===== config.mk =====
export PLATFORM = sky130hd
export DESIGN_NAME = keypad_scan_db
export DESIGN_NICKNAME = d
export VERILOG_FILES = /design/src/rtl/keypad_scan_db.sv
export SDC_FILE = /design/constraint.sdc
export NUM_CORES = 1
export LEC_CHECK = 0
export ABC_AREA = 1
export CAP_MARGIN = 10
export CORE_AREA = 8 8 51 69
export CTS_CLUSTER_DIAMETER = 30
export DETAILED_ROUTE_END_ITERATION = 12
export DIE_AREA = 0 0 59 77
export MAX_ROUTING_LAYER = met4
export PLACE_DENSITY = 0.9
export SLEW_MARGIN = 10
export SYNTH_ARGS = -nofsm -noshare
export SYNTH_HDL_FRONTEND = slang
export SYNTH_SLANG_ARGS = --single-unit

===== constraint.sdc =====
create_clock -name clk -period 2.5 [get_ports clk]
set_clock_uncertainty 0.05 [all_clocks]
set_input_delay 0.375 -clock clk [delete_from_list [all_inputs] [get_ports clk]]
set_output_delay 0.375 -clock clk [all_outputs]
set_load 0.005 [all_outputs]

===== src/rtl/keypad_scan_db.sv =====
`default_nettype none
// ============================================================================
// Module      : keypad_scan_db
// Description : Debounced keypad scanner. Accepts a stable one-hot key
//               pattern and emits a one-cycle strobe plus key code. It can
//               also emit auto-repeat strobes while a single key is held.
//               Patterns with several keys down raise a one-cycle error
//               strobe instead of a key strobe.
// Revision    : 1.0 - initial release
// ============================================================================
module keypad_scan_db #(
    parameter int  NUM_KEYS        = 3,
    parameter int  DEBOUNCE_CYCLES = 4,
    parameter int  REPEAT_DELAY    = 16,
    parameter int  REPEAT_RATE     = 8,
    localparam int CODE_W          = $clog2(NUM_KEYS + 1)
) (
    input  logic                clk,
    input  logic                rst,
    input  logic                repeat_en,
    input  logic [NUM_KEYS-1:0] keypad_in,
    output logic [NUM_KEYS-1:0] scan_out,
    output logic                key_valid,
    output logic [CODE_W-1:0]   key_code,
    output logic                key_held,
    output logic                multi_err
);

    localparam int c_RPT_MAX = (REPEAT_DELAY > REPEAT_RATE) ? REPEAT_DELAY : REPEAT_RATE;
    localparam int c_CNT_W   = $clog2(DEBOUNCE_CYCLES + 1);
    localparam int c_RPT_W   = $clog2(c_RPT_MAX + 1);

    localparam logic [c_CNT_W-1:0] c_DB_FULL   = c_CNT_W'(DEBOUNCE_CYCLES);
    localparam logic [c_CNT_W-1:0] c_DB_LAST   = c_CNT_W'(DEBOUNCE_CYCLES - 1);
    localparam logic [c_RPT_W-1:0] c_RPT_FIRST = c_RPT_W'(REPEAT_DELAY);
    localparam logic [c_RPT_W-1:0] c_RPT_NEXT  = c_RPT_W'(REPEAT_RATE);

    typedef enum logic [1:0] {
        S_IDLE     = 2'd0,
        S_DEBOUNCE = 2'd1,
        S_HELD     = 2'd2,
        S_RELEASE  = 2'd3
    } state_t;

    state_t                state_q,     state_d;
    logic [NUM_KEYS-1:0]   pat_q,       pat_d;
    logic [c_CNT_W-1:0]    cnt_q,       cnt_d;
    logic [c_RPT_W-1:0]    rpt_q,       rpt_d;
    // 1 while waiting for the first (long) repeat interval, 0 for later ones
    logic                  rpt_first_q, rpt_first_d;
    logic [NUM_KEYS-1:0]   scan_q,      scan_d;
    logic                  valid_q,     valid_d;
    logic [CODE_W-1:0]     code_q,      code_d;
    logic                  held_q,      held_d;
    logic                  merr_q,      merr_d;

    logic                  w_pat_any;
    logic                  w_pat_many;
    logic [CODE_W-1:0]     w_pat_code;
    logic [c_RPT_W-1:0]    w_rpt_inc;
    logic [c_RPT_W-1:0]    w_rpt_target;

    // Classify the latched pattern: empty, single key (with its code) or multi-key
    always_comb begin
        w_pat_any  = 1'b0;
        w_pat_many = 1'b0;
        w_pat_code = '0;
        for (int i = 0; i < NUM_KEYS; i++) begin
            if (pat_q[i]) begin
                if (w_pat_any) begin
                    w_pat_many = 1'b1;
                end
                w_pat_any  = 1'b1;
                w_pat_code = CODE_W'(i + 1);
            end
        end
    end

    assign w_rpt_inc    = rpt_q + 1'b1;
    assign w_rpt_target = rpt_first_q ? c_RPT_FIRST : c_RPT_NEXT;

    // Next-state and next-output computation for the debounce/hold/release FSM
    always_comb begin
        state_d     = state_q;
        pat_d       = pat_q;
        cnt_d       = cnt_q;
        rpt_d       = rpt_q;
        rpt_first_d = rpt_first_q;
        scan_d      = '0;
        valid_d     = 1'b0;
        code_d      = code_q;
        held_d      = held_q;
        merr_d      = 1'b0;

        case (state_q)
            S_IDLE: begin
                if (keypad_in != '0) begin
                    pat_d   = keypad_in;
                    cnt_d   = c_CNT_W'(1);
                    state_d = S_DEBOUNCE;
                end
            end

            S_DEBOUNCE: begin
                if (keypad_in == '0) begin
                    pat_d   = '0;
                    cnt_d   = '0;
                    state_d = S_IDLE;
                end else if (keypad_in != pat_q) begin
                    // Pattern moved under us: restart the stability count
                    pat_d = keypad_in;
                    cnt_d = c_CNT_W'(1);
                end else if (cnt_q < c_DB_FULL) begin
                    cnt_d = cnt_q + 1'b1;
                end else begin
                    state_d     = S_HELD;
                    cnt_d       = '0;
                    rpt_d       = '0;
                    rpt_first_d = 1'b1;
                    if (w_pat_many) begin
                        merr_d = 1'b1;
                        code_d = '0;
                        held_d = 1'b0;
                    end else begin
                        scan_d  = pat_q;
                        valid_d = 1'b1;
                        code_d  = w_pat_code;
                        held_d  = 1'b1;
                    end
                end
            end

            S_HELD: begin
                if (keypad_in != pat_q) begin
                    // Any change (release, extra key, different key) waits for a clean release
                    state_d     = S_RELEASE;
                    cnt_d       = '0;
                    rpt_d       = '0;
                    rpt_first_d = 1'b1;
                end else if (held_q && repeat_en) begin
                    if (w_rpt_inc == w_rpt_target) begin
                        scan_d      = pat_q;
                        valid_d     = 1'b1;
                        rpt_d       = '0;
                        rpt_first_d = 1'b0;
                    end else begin
                        rpt_d = w_rpt_inc;
                    end
                end else begin
                    // Repeat disabled or multi-key hold: re-arm the long first delay
                    rpt_d       = '0;
                    rpt_first_d = 1'b1;
                end
            end

            S_RELEASE: begin
                if (keypad_in == '0) begin
                    if (cnt_q == c_DB_LAST) begin
                        state_d = S_IDLE;
                        cnt_d   = '0;
                        pat_d   = '0;
                        held_d  = 1'b0;
                        code_d  = '0;
                    end else begin
                        cnt_d = cnt_q + 1'b1;
                    end
                end else begin
                    cnt_d = '0;
                end
            end

            default: begin
                state_d = S_IDLE;
            end
        endcase
    end

    // State, counters and registered outputs with synchronous reset
    always_ff @(posedge clk) begin
        if (rst) begin
            state_q     <= S_IDLE;
            pat_q       <= '0;
            cnt_q       <= '0;
            rpt_q       <= '0;
            rpt_first_q <= 1'b1;
            scan_q      <= '0;
            valid_q     <= 1'b0;
            code_q      <= '0;
            held_q      <= 1'b0;
            merr_q      <= 1'b0;
        end else begin
            state_q     <= state_d;
            pat_q       <= pat_d;
            cnt_q       <= cnt_d;
            rpt_q       <= rpt_d;
            rpt_first_q <= rpt_first_d;
            scan_q      <= scan_d;
            valid_q     <= valid_d;
            code_q      <= code_d;
            held_q      <= held_d;
            merr_q      <= merr_d;
        end
    end

    assign scan_out  = scan_q;
    assign key_valid = valid_q;
    assign key_code  = code_q;
    assign key_held  = held_q;
    assign multi_err = merr_q;

endmodule
`default_nettype wire


==> flow_metrics.tcl, run 1 <==
set metrics [dict create \
    fmax_mhz 585.6 \
    syn_nets 210 \
    vias 1307 \
    drc 0 \
    leakage_nw 0.6901 \
    run_status "completed" \
    antenna_cells 0 \
    postSynthCellCount 197 \
    grt_max_degree 14 \
    r2r_slack_ps 790 \
    io_pins 14 \
    critPathKind "flop to flop" \
    cts.sinks 22 \
    relSlewSlack_pct 76.05 \
    clk_pin_slew_ps 130 \
    period_needed_ps 1708 \
    clock_latency_ps 320 \
    cp.required_ps 2680 \
    grt.overflow.total 0 \
    final_antenna_net_count 0 \
    ir_drop_v 0.0006155 \
    numPortBuffers 13 \
    initial_utilization_pct 56.92 \
    synth_top_area_cell "dfxtp_1" \
    synth_top_area_share_pct 30.56 \
    cp-start-kind "flop" \
    synth_compound_area_share_pct 13.89 \
    max_cap_violations 0 \
    synthXorXnorAreaFrac_pct 1.736 \
    fin_ws_ps 792.3 \
    seq_area_frac_synth_pct 30.56 \
    cts_buffer_depth 2 \
    hpwl_um 2427 \
    hold_path_class "flop to flop" \
    multiInputGateArea_um2 877.1 \
    layout.filler_cells 247 \
    finalSetupViolations 0 \
    track_usage_pct 15.25 \
    synthTopCellsByArea "dfxtp_1 31%, nand2_1 10%, ha_1 6.1%" \
    htreeDepth 1 \
    cts_tree "yes" \
    synthSimpleGateAreaFrac_pct 39.15 \
    crit_fanout 9 \
    worst_hold_slack_ps 429.9 \
    final_cell_mix "39 x nand2_1, 22 x dfxtp_1, 21 x inv_1" \
    finalWirelength_um 3058 \
    gp_congestion 0.9715 \
    first_iter_violations 35 \
    cts_setup_buffers 0 \
    post_drt_via_cell_ratio 5.249 \
    pre_cts_ws_ps 544.8 \
    setup_tns_ps 0 \
    post-route-util_pct 65.56 \
    final_hold_viol_count 0 \
    syn_area_per_cell_um2 7.317 \
    grt_pass1_wl_um 5533 \
    ys_warn_count 0 \
    cts_resized 0 \
    synth_top_family_by_area "simple AND/OR/NAND/NOR gates" \
    drtPass1Iterations 4 \
    tightestPinTransition_ps 356.9 \
    synth_cell_types 29 \
    die_h_um 77 \
    ctsHoldBuffers 0 \
    synth_mux_area_share_pct 0 \
    synthAdderAreaFrac_pct 6.076 \
    final_layout_size_suffix_gt1_share_pct 19.25 \
    fin_crit_sh_pct 68.31 \
    routedWlPerCell_um 12.28 \
    syn2layout_area_growth_pct 15.19 \
    grt_pass1_vias 1341 \
    antenna_found_initial 0 \
    ys_ff_latch 22 \
    rsz0062_at_grt "no" \
    dieArea_mm2 0.004543 \
    clockRootBuffer "clkbuf_4" \
    nets 227 \
    dieWidth_um 59 \
    core_mm2 0.002532 \
    arrival_ps 1890 \
    rows 22 \
    regArea_um2 440.4 \
    final_max_slew_viol_count 0 \
    synth.cell_area_mm2 0.001441 \
    power_density_mw_per_mm2 899.2 \
    final_common_cell "nand2_1" \
    end_kind "flop" \
    cts-buffers-inserted 3 \
]
registers in the layout, indices dropped and copies added (netlist names), 2 cells and up, named ones only:
register / flops
key_code: 2
scan_out: 3
pat_q: 3
rpt_q: 5
cnt_q: 3
metrics by stage:
stage	power, mW	cell area [um2]	instances
6_report	1.493	1660	249
5_1_grt	1.614	1660	249
4_1_cts	1.500	1660	249
3_5_place_dp	1.223	1608	245
3_3_place_gp	1.209	1608	245
2_1_floorplan	1.056	1441	197
cells by family after synthesis:
group,count (synthesis)
AOI/OAI and AO/OA,36
adders and majority gates,7
and+or+nand+nor,100
DFF,22
buffers and inverters,30
xor gates and xnor gates,2
Yosys cell counts:
cell,number
a21oi_1,17
buf_2,1
buf_6,1
dfxtp_1,22
ha_1,7
inv_1,21
inv_2,6
inv_4,1
nand2_1,39
nand2_2,9
nand2_4,2
nand3_1,12
nand3_2,4
nand3_4,1
nand4_1,8
nand4_4,1
nor2_1,12
nor2_2,4
nor2_4,4
nor2_8,1
nor3_1,3
o21ai_0,8
o21ai_1,7
o21ai_2,1
o21ai_4,1
o22ai_1,1
o41ai_1,1
xnor2_2,1
xor2_1,1
worst max-delay path, cell delays in order, from the launching register on:
cell and delay, ps:
dfxtp_1 450, ha_1 400, nand2_2 130, nor2_1 200
nor2_1 80, nand2_2 90, nor2_4 40, a21oi_1 120
nor2_1 60
area by class of cell:
class | instances | share of cell area [%]
inverter | 28 | 6.481
tap | 36 | 2.713
timing repair buffer | 14 | 8.289
clock inverter | 1 | 1.809
clock buffer | 3 | 1.356
multi-input combinational | 145 | 52.83
sequential | 22 | 26.53
routing by layer:
layer	track usage [%]	wire [um]
met4	6.490	65
met5	-	0
met3	2.504	52
met2	28.18	1685
met1	14.77	1254
path summary, 6_finish.rpt:
check	end	start	depth (start not counted)
worst min-delay path	rpt_first_q$_SDFFE_PP1P_	rpt_first_q$_SDFFE_PP1P_	2
worst max-delay path	flop	state_q[0]$_SDFFE_PP0P_	8
worst max register to register	flop	state_q[0]$_SDFFE_PP0P_	8
worst min register to register	rpt_first_q$_SDFFE_PP1P_	rpt_first_q$_SDFFE_PP1P_	2
where the power goes:
part	internal [mW]	switching, mW	total, mW
sequential	0.423	0.0784	0.502
combinational	0.261	0.457	0.718
clock	0.162	0.111	0.274
total	0.846	0.647	1.49
Note: power is estimated with default switching activity, not from simulation.
==> run 2: changes to the inputs <==
Settings changed: CORE_AREA 8 8 51 69 to 8 8 54 74, DIE_AREA 0 0 59 77 to 0 0 62 82, PLACE_DENSITY 0.9 to 0.83.
Clock period 2.5 ns to 1.5 ns, I/O delays scaled along.
==> run 2 against run 1 <==
  * Worst setup slack got worse by 780 ps
  * Via count increased by 15%
  * Worst hold slack got worse by 7.4 ps
  * Critical path type unchanged
  * Largest power group unchanged
  * Highest routed layer unchanged
==> flow_metrics.tcl, run 2 (same netlist as run 1, synthesis figures left out) <==
set metrics [dict create \
    cp.buffers_inverters 2 \
    antenna_found_initial 0 \
    critical_path.max_stage_delay_ps 370 \
    p_int_mw 1.666 \
    grt_util_met2_pct 32.92 \
    period_needed_ps 1488 \
    final_common_cell "nand2_1" \
    final_cells 277 \
    post-route-util_pct 67.63 \
    clock_latency_ps 260 \
    gp_congestion 0.9736 \
    cts.sinks 22 \
    drtPass1Iterations 4 \
    rows 24 \
    first_iter_violations 48 \
    final_antenna_net_count 0 \
    hpwl_um 2748 \
    cp-start-kind "flop" \
    nets 252 \
    arrival_ps 1600 \
    power_frac_comb_pct 55.4 \
    post_drt_via_cell_ratio 5.440 \
    grt_max_degree 13 \
    cpLargestDelayFamily "flip-flops" \
    end_kind "flop" \
    antenna_cells 0 \
    grt_pass1_wl_um 6258 \
    run_status "completed" \
    critPathKind "flop to flop" \
    globalRouteMet3Util_pct 2.038 \
    swShare_pct 43.12 \
    crit_fanout 7 \
    dp_cells 268 \
    final_hold_viol_count 0 \
    dieWidth_um 62 \
    cts_buffer_depth 2 \
    track_usage_pct 16.57 \
    die_h_um 82 \
    initial_utilization_pct 48.48 \
    leakage_nw 0.8495 \
    dieArea_mm2 0.005084 \
    relSlewSlack_pct 78.61 \
    use_met1_pct 14.45 \
    drc 0 \
    cts_tree "yes" \
    finalWirelength_um 3816 \
    grt_pass1_vias 1467 \
    vias 1507 \
    power_density_mw_per_mm2 1457 \
    syn2layout_area_growth_pct 39.50 \
    core_mm2 0.002973 \
    cp.required_ps 1610 \
    rsz0062_at_grt "yes" \
    final_layout_size_suffix_gt1_share_pct 40.34 \
    numPortBuffers 13 \
    max_cap_violations 0 \
    final_cell_mix "36 x nand2_1, 23 x buf_4, 16 x inv_1, 16 x a21oi_1, 14 x dfxtp_1" \
    ctsHoldBuffers 0 \
    worstPathCellList "buf_4 > ha_4 > buf_4 > nor2_1 > nor2_1 > o21ai_1 > a21oi_1" \
    fin_crit_sh_pct 99.23 \
    seqPwrFrac_pct 29.9 \
    routedWlPerCell_um 13.78 \
    p_switching_mw 1.263 \
    finalSetupViolations 0 \
    power_frac_clock_pct 14.7 \
    grt.overflow.total 0 \
    final_max_slew_viol_count 0 \
    io_pins 14 \
    ir_drop_v 0.001087 \
    busiest_layer "met2" \
    clockRootBuffer "clkbuf_8" \
    tightestPinTransition_ps 320.5 \
    clk_pin_slew_ps 80 \
    htreeDepth 1 \
    worst_hold_slack_ps 422.5 \
    regMostFlops "rpt_q" \
    largest_reg_flops 5 \
    hold_path_class "flop to flop" \
    cts-buffers-inserted 3 \
    fmax_mhz 671.9 \
    cp_slowest_cell "dfxtp_4" \
    power_mw 2.929 \
    setup_tns_ps 0 \
]
[run 2: cell types whose count changed in the layout (fill, tap and decap cells not counted), moves of 4 or more]
cell / change
ha_4: +5
buf_4: +22
clkbuf_8: +4
dfxtp_2: +5
dfxtp_1: -8
ha_1: -6
inv_1: -5
[run 2: area by class of cell]
class                           instances  area (um2)
Multi-Input combinational cell        145        1002
Sequential cell                        22       457.9
Inverter                               28       113.9
Fill cell                             251       962.2
Tap cell                               39       48.80
Timing Repair Buffer                   39       332.8
Clock buffer                            4       55.05
[run 2: worst paths after layout]
kind                            startpoint                       end  slack (ps)  cells past startpoint
setup / recovery   state_q[0]$_SDFFE_PP0P_     pat_q[1]$_SDFFE_PP0P_          10                      7
hold / removal    key_code[1]$_SDFFE_PP0P_  key_code[1]$_SDFFE_PP0P_         420                      2
setup reg to reg   state_q[0]$_SDFFE_PP0P_     pat_q[1]$_SDFFE_PP0P_          10                      7
hold reg to reg   key_code[1]$_SDFFE_PP0P_  key_code[1]$_SDFFE_PP0P_         420                      2
[run 2: per-layer routing]
metal	part of all wire, %	wire (um)
met4	3.9	147
met5	0	0
met2	59	2262
met1	33	1248
met3	4.1	157
[run 2: worst min-delay path, stage by stage, from the launching register on]
cell	delay, ps
dfxtp_1	320
nand2_1	60
a21oi_1	50
[run 2: power by group through the flow]
stage / Sequential, mW / Clock, mW / Combinational (mW)
6_report: 0.876 / 0.430 / 1.62
5_1_grt: 0.893 / 0.469 / 1.79
4_1_cts: 0.853 / 0.434 / 1.52
3_5_place_dp: 0.847 / 0 / 1.37
3_3_place_gp: 0.844 / 0 / 1.35
2_1_floorplan: 0.822 / 0 / 0.939
[run 2: through the flow]
stage,area (um2),setup slack [ps]
floorplan,1441,25.36
global placement,1762,-285.4
detailed placement,1762,-312.0
CTS,1912,1.045
global route,2011,-76.74
finish,2011,11.60
[run 2: what timing repair did]
| action | 4_1_cts | 5_1_grt |
|---|---|---|
| setup buffers | 3 | 2 |
| gates cloned | 0 | 0 |
| endpoints found under the setup margin | 18 | 22 |
| pin swaps | 7 | 11 |
| gates resized for setup | 21 | 30 |
==> run 3: changes to the inputs <==
Clock period 1.5 ns to 1.3 ns, I/O delays scaled along.
==> run 3 against run 2 <==
  * Largest power group unchanged
  * Critical endpoint is now rpt_q[3]$_SDFFE_PP0P_
  * Worst hold slack worse by 4.0 ps
  * Core utilization is 10 points higher
  * Count of clock-buffer cells in the layout stayed put
  * Global-route usage is 4.0 points higher
  * Maximum frequency is 4.3% lower
  * Flip-flop and latch count stayed put
  * Clock power is 17% higher
  * The run now ends with negative setup slack left
  * First-iteration DRC count is 69% higher
  * Power is 42% higher
  * Routed wire length is 30% higher
==> flow_metrics.tcl, run 3 (same netlist as run 1, synthesis figures left out) <==
set metrics [dict create \
    final_max_slew_viol_count 0 \
    htreeDepth 1 \
    final_common_cell "buf_4" \
    io_pins 14 \
    core_mm2 0.002973 \
    syn2layout_area_growth_pct 60.59 \
    final_antenna_net_count 0 \
    cts_buffer_depth 2 \
    seqPwrFrac_pct 24.7 \
    grt.overflow.total 0 \
    dp_cells 281 \
    power_frac_clock_pct 12.2 \
    cp-start-kind "flop" \
    hpwl_um 2958 \
    end_kind "flop" \
    first_iter_violations 81 \
    antenna_found_initial 0 \
    hold_path_class "flop to flop" \
    period_needed_ps 1556 \
    run_status "finished with violations" \
    grt_max_degree 13 \
    p_switching_mw 1.852 \
    dieWidth_um 62 \
    swShare_pct 44.64 \
    grt_pass1_vias 1700 \
    routedWlPerCell_um 16.60 \
    crit_fanout 6 \
    finalWirelength_um 4963 \
    fin_crit_sh_pct 119.7 \
    post_drt_via_cell_ratio 5.475 \
    cp.required_ps 1450 \
    fin_area_mm2 0.002315 \
    finalSetupViolations 22 \
    largest_reg_flops 5 \
    final_layout_size_suffix_gt1_share_pct 55.77 \
    rsz0062_at_grt "yes" \
    max_cap_violations 0 \
    relSlewSlack_pct 73.80 \
    final_cell_mix "42 x buf_4, 23 x nand2_1, 18 x nand2_2" \
    leakage_nw 1.026 \
    ir_drop_v 0.001438 \
    rows 24 \
    numPortBuffers 13 \
    fin_ws_ps -255.5 \
    nets 274 \
    power_density_mw_per_mm2 1792 \
    grt_pass1_wl_um 7603 \
    die_h_um 82 \
    drc 0 \
    final_cells 299 \
    cts.sinks 22 \
    cts_tree "yes" \
    clk_pin_slew_ps 80 \
    fmax_mhz 642.9 \
    final_hold_viol_count 0 \
    place_area_mm2 0.001909 \
    track_usage_pct 20.60 \
    initial_utilization_pct 48.48 \
    dieArea_mm2 0.005084 \
    arrival_ps 1710 \
    antenna_cells 0 \
    power_frac_comb_pct 63.1 \
    critPathKind "flop to flop" \
    gp_congestion 1.043 \
    regMostFlops "rpt_q" \
    tightestPinTransition_ps 392.6 \
    vias 1637 \
    clock_latency_ps 270 \
    violations "negative setup slack" \
    clockRootBuffer "clkbuf_8" \
    drtPass1Iterations 4 \
    p_int_mw 2.297 \
    cts-buffers-inserted 3 \
]
-- run 3: area by class of cell --
type / count / area (um2)
Multi-Input combinational cell: 145 / 1121
Clock buffer: 4 / 55.05
Inverter: 28 / 120.1
Fill cell: 178 / 658.1
Timing Repair Buffer: 61 / 499.2
Tap cell: 39 / 48.80
Sequential cell: 22 / 470.5
-- run 3: repair_timing --
item / 4_1_cts / 5_1_grt
hold buffers: 0 / 0
gates resized for setup: 65 / 25
buffers inserted: 8 / 6
pin swaps: 23 / 18
endpoints found under the setup margin: 30 / 22
-- run 3: layer usage --
metal	track usage (%)	up-vias	part of all wire [%]
met4	11.21	0	4.8
met3	3.135	24	2.9
li1	-	777	-
met1	17.16	779	34
met5	-	-	0
met2	40.39	57	58
-- run 3: power groups by stage --
stage	clock (mW)	sequential (mW)	combinational, mW
final	0.505	1.02	2.62
after detailed placement	0	0.986	1.82
after floorplan	0	0.964	1.14
after CTS	0.504	1.01	2.29
after global routing	0.536	1.04	2.78
after global placement	0	0.981	1.77
-- run 3: worst max-delay path, cell delays in order, from the launching register on --
cell,delay (ps)
dfxtp_4,370
xnor2_2,170
buf_4,150
nand4_4,140
nor2_8,190
buf_6,120
nand4_1,120
a21oi_1,170
-- run 3: metrics by stage --
step	hold slack (ps)	total power, mW	worst slack, ps	setup TNS [ps]	util, %
floorplan	323.2	2.101	-87.43	-690.9	-
global placement	406.1	2.751	-490.2	-9415	64.23
detailed placement	423.2	2.807	-539.9	-10440	64.23
CTS	423.0	3.801	-153.3	-2159	73.48
global route	436.2	4.358	-346.5	-4942	77.86
finish	418.5	4.149	-255.5	-3700	77.86
-- run 3: path summary, 6_finish.rpt --
check	from	end	slack, ps	cells past startpoint
min	key_code[1]$_SDFFE_PP0P_	key_code[1]$_SDFFE_PP0P_	420	2
max reg2reg	pat_q[0]$_SDFFE_PP0P_	rpt_q[3]$_SDFFE_PP0P_	-260	7
min reg2reg	key_code[1]$_SDFFE_PP0P_	key_code[1]$_SDFFE_PP0P_	420	2
max	pat_q[0]$_SDFFE_PP0P_	rpt_q[3]$_SDFFE_PP0P_	-260	7
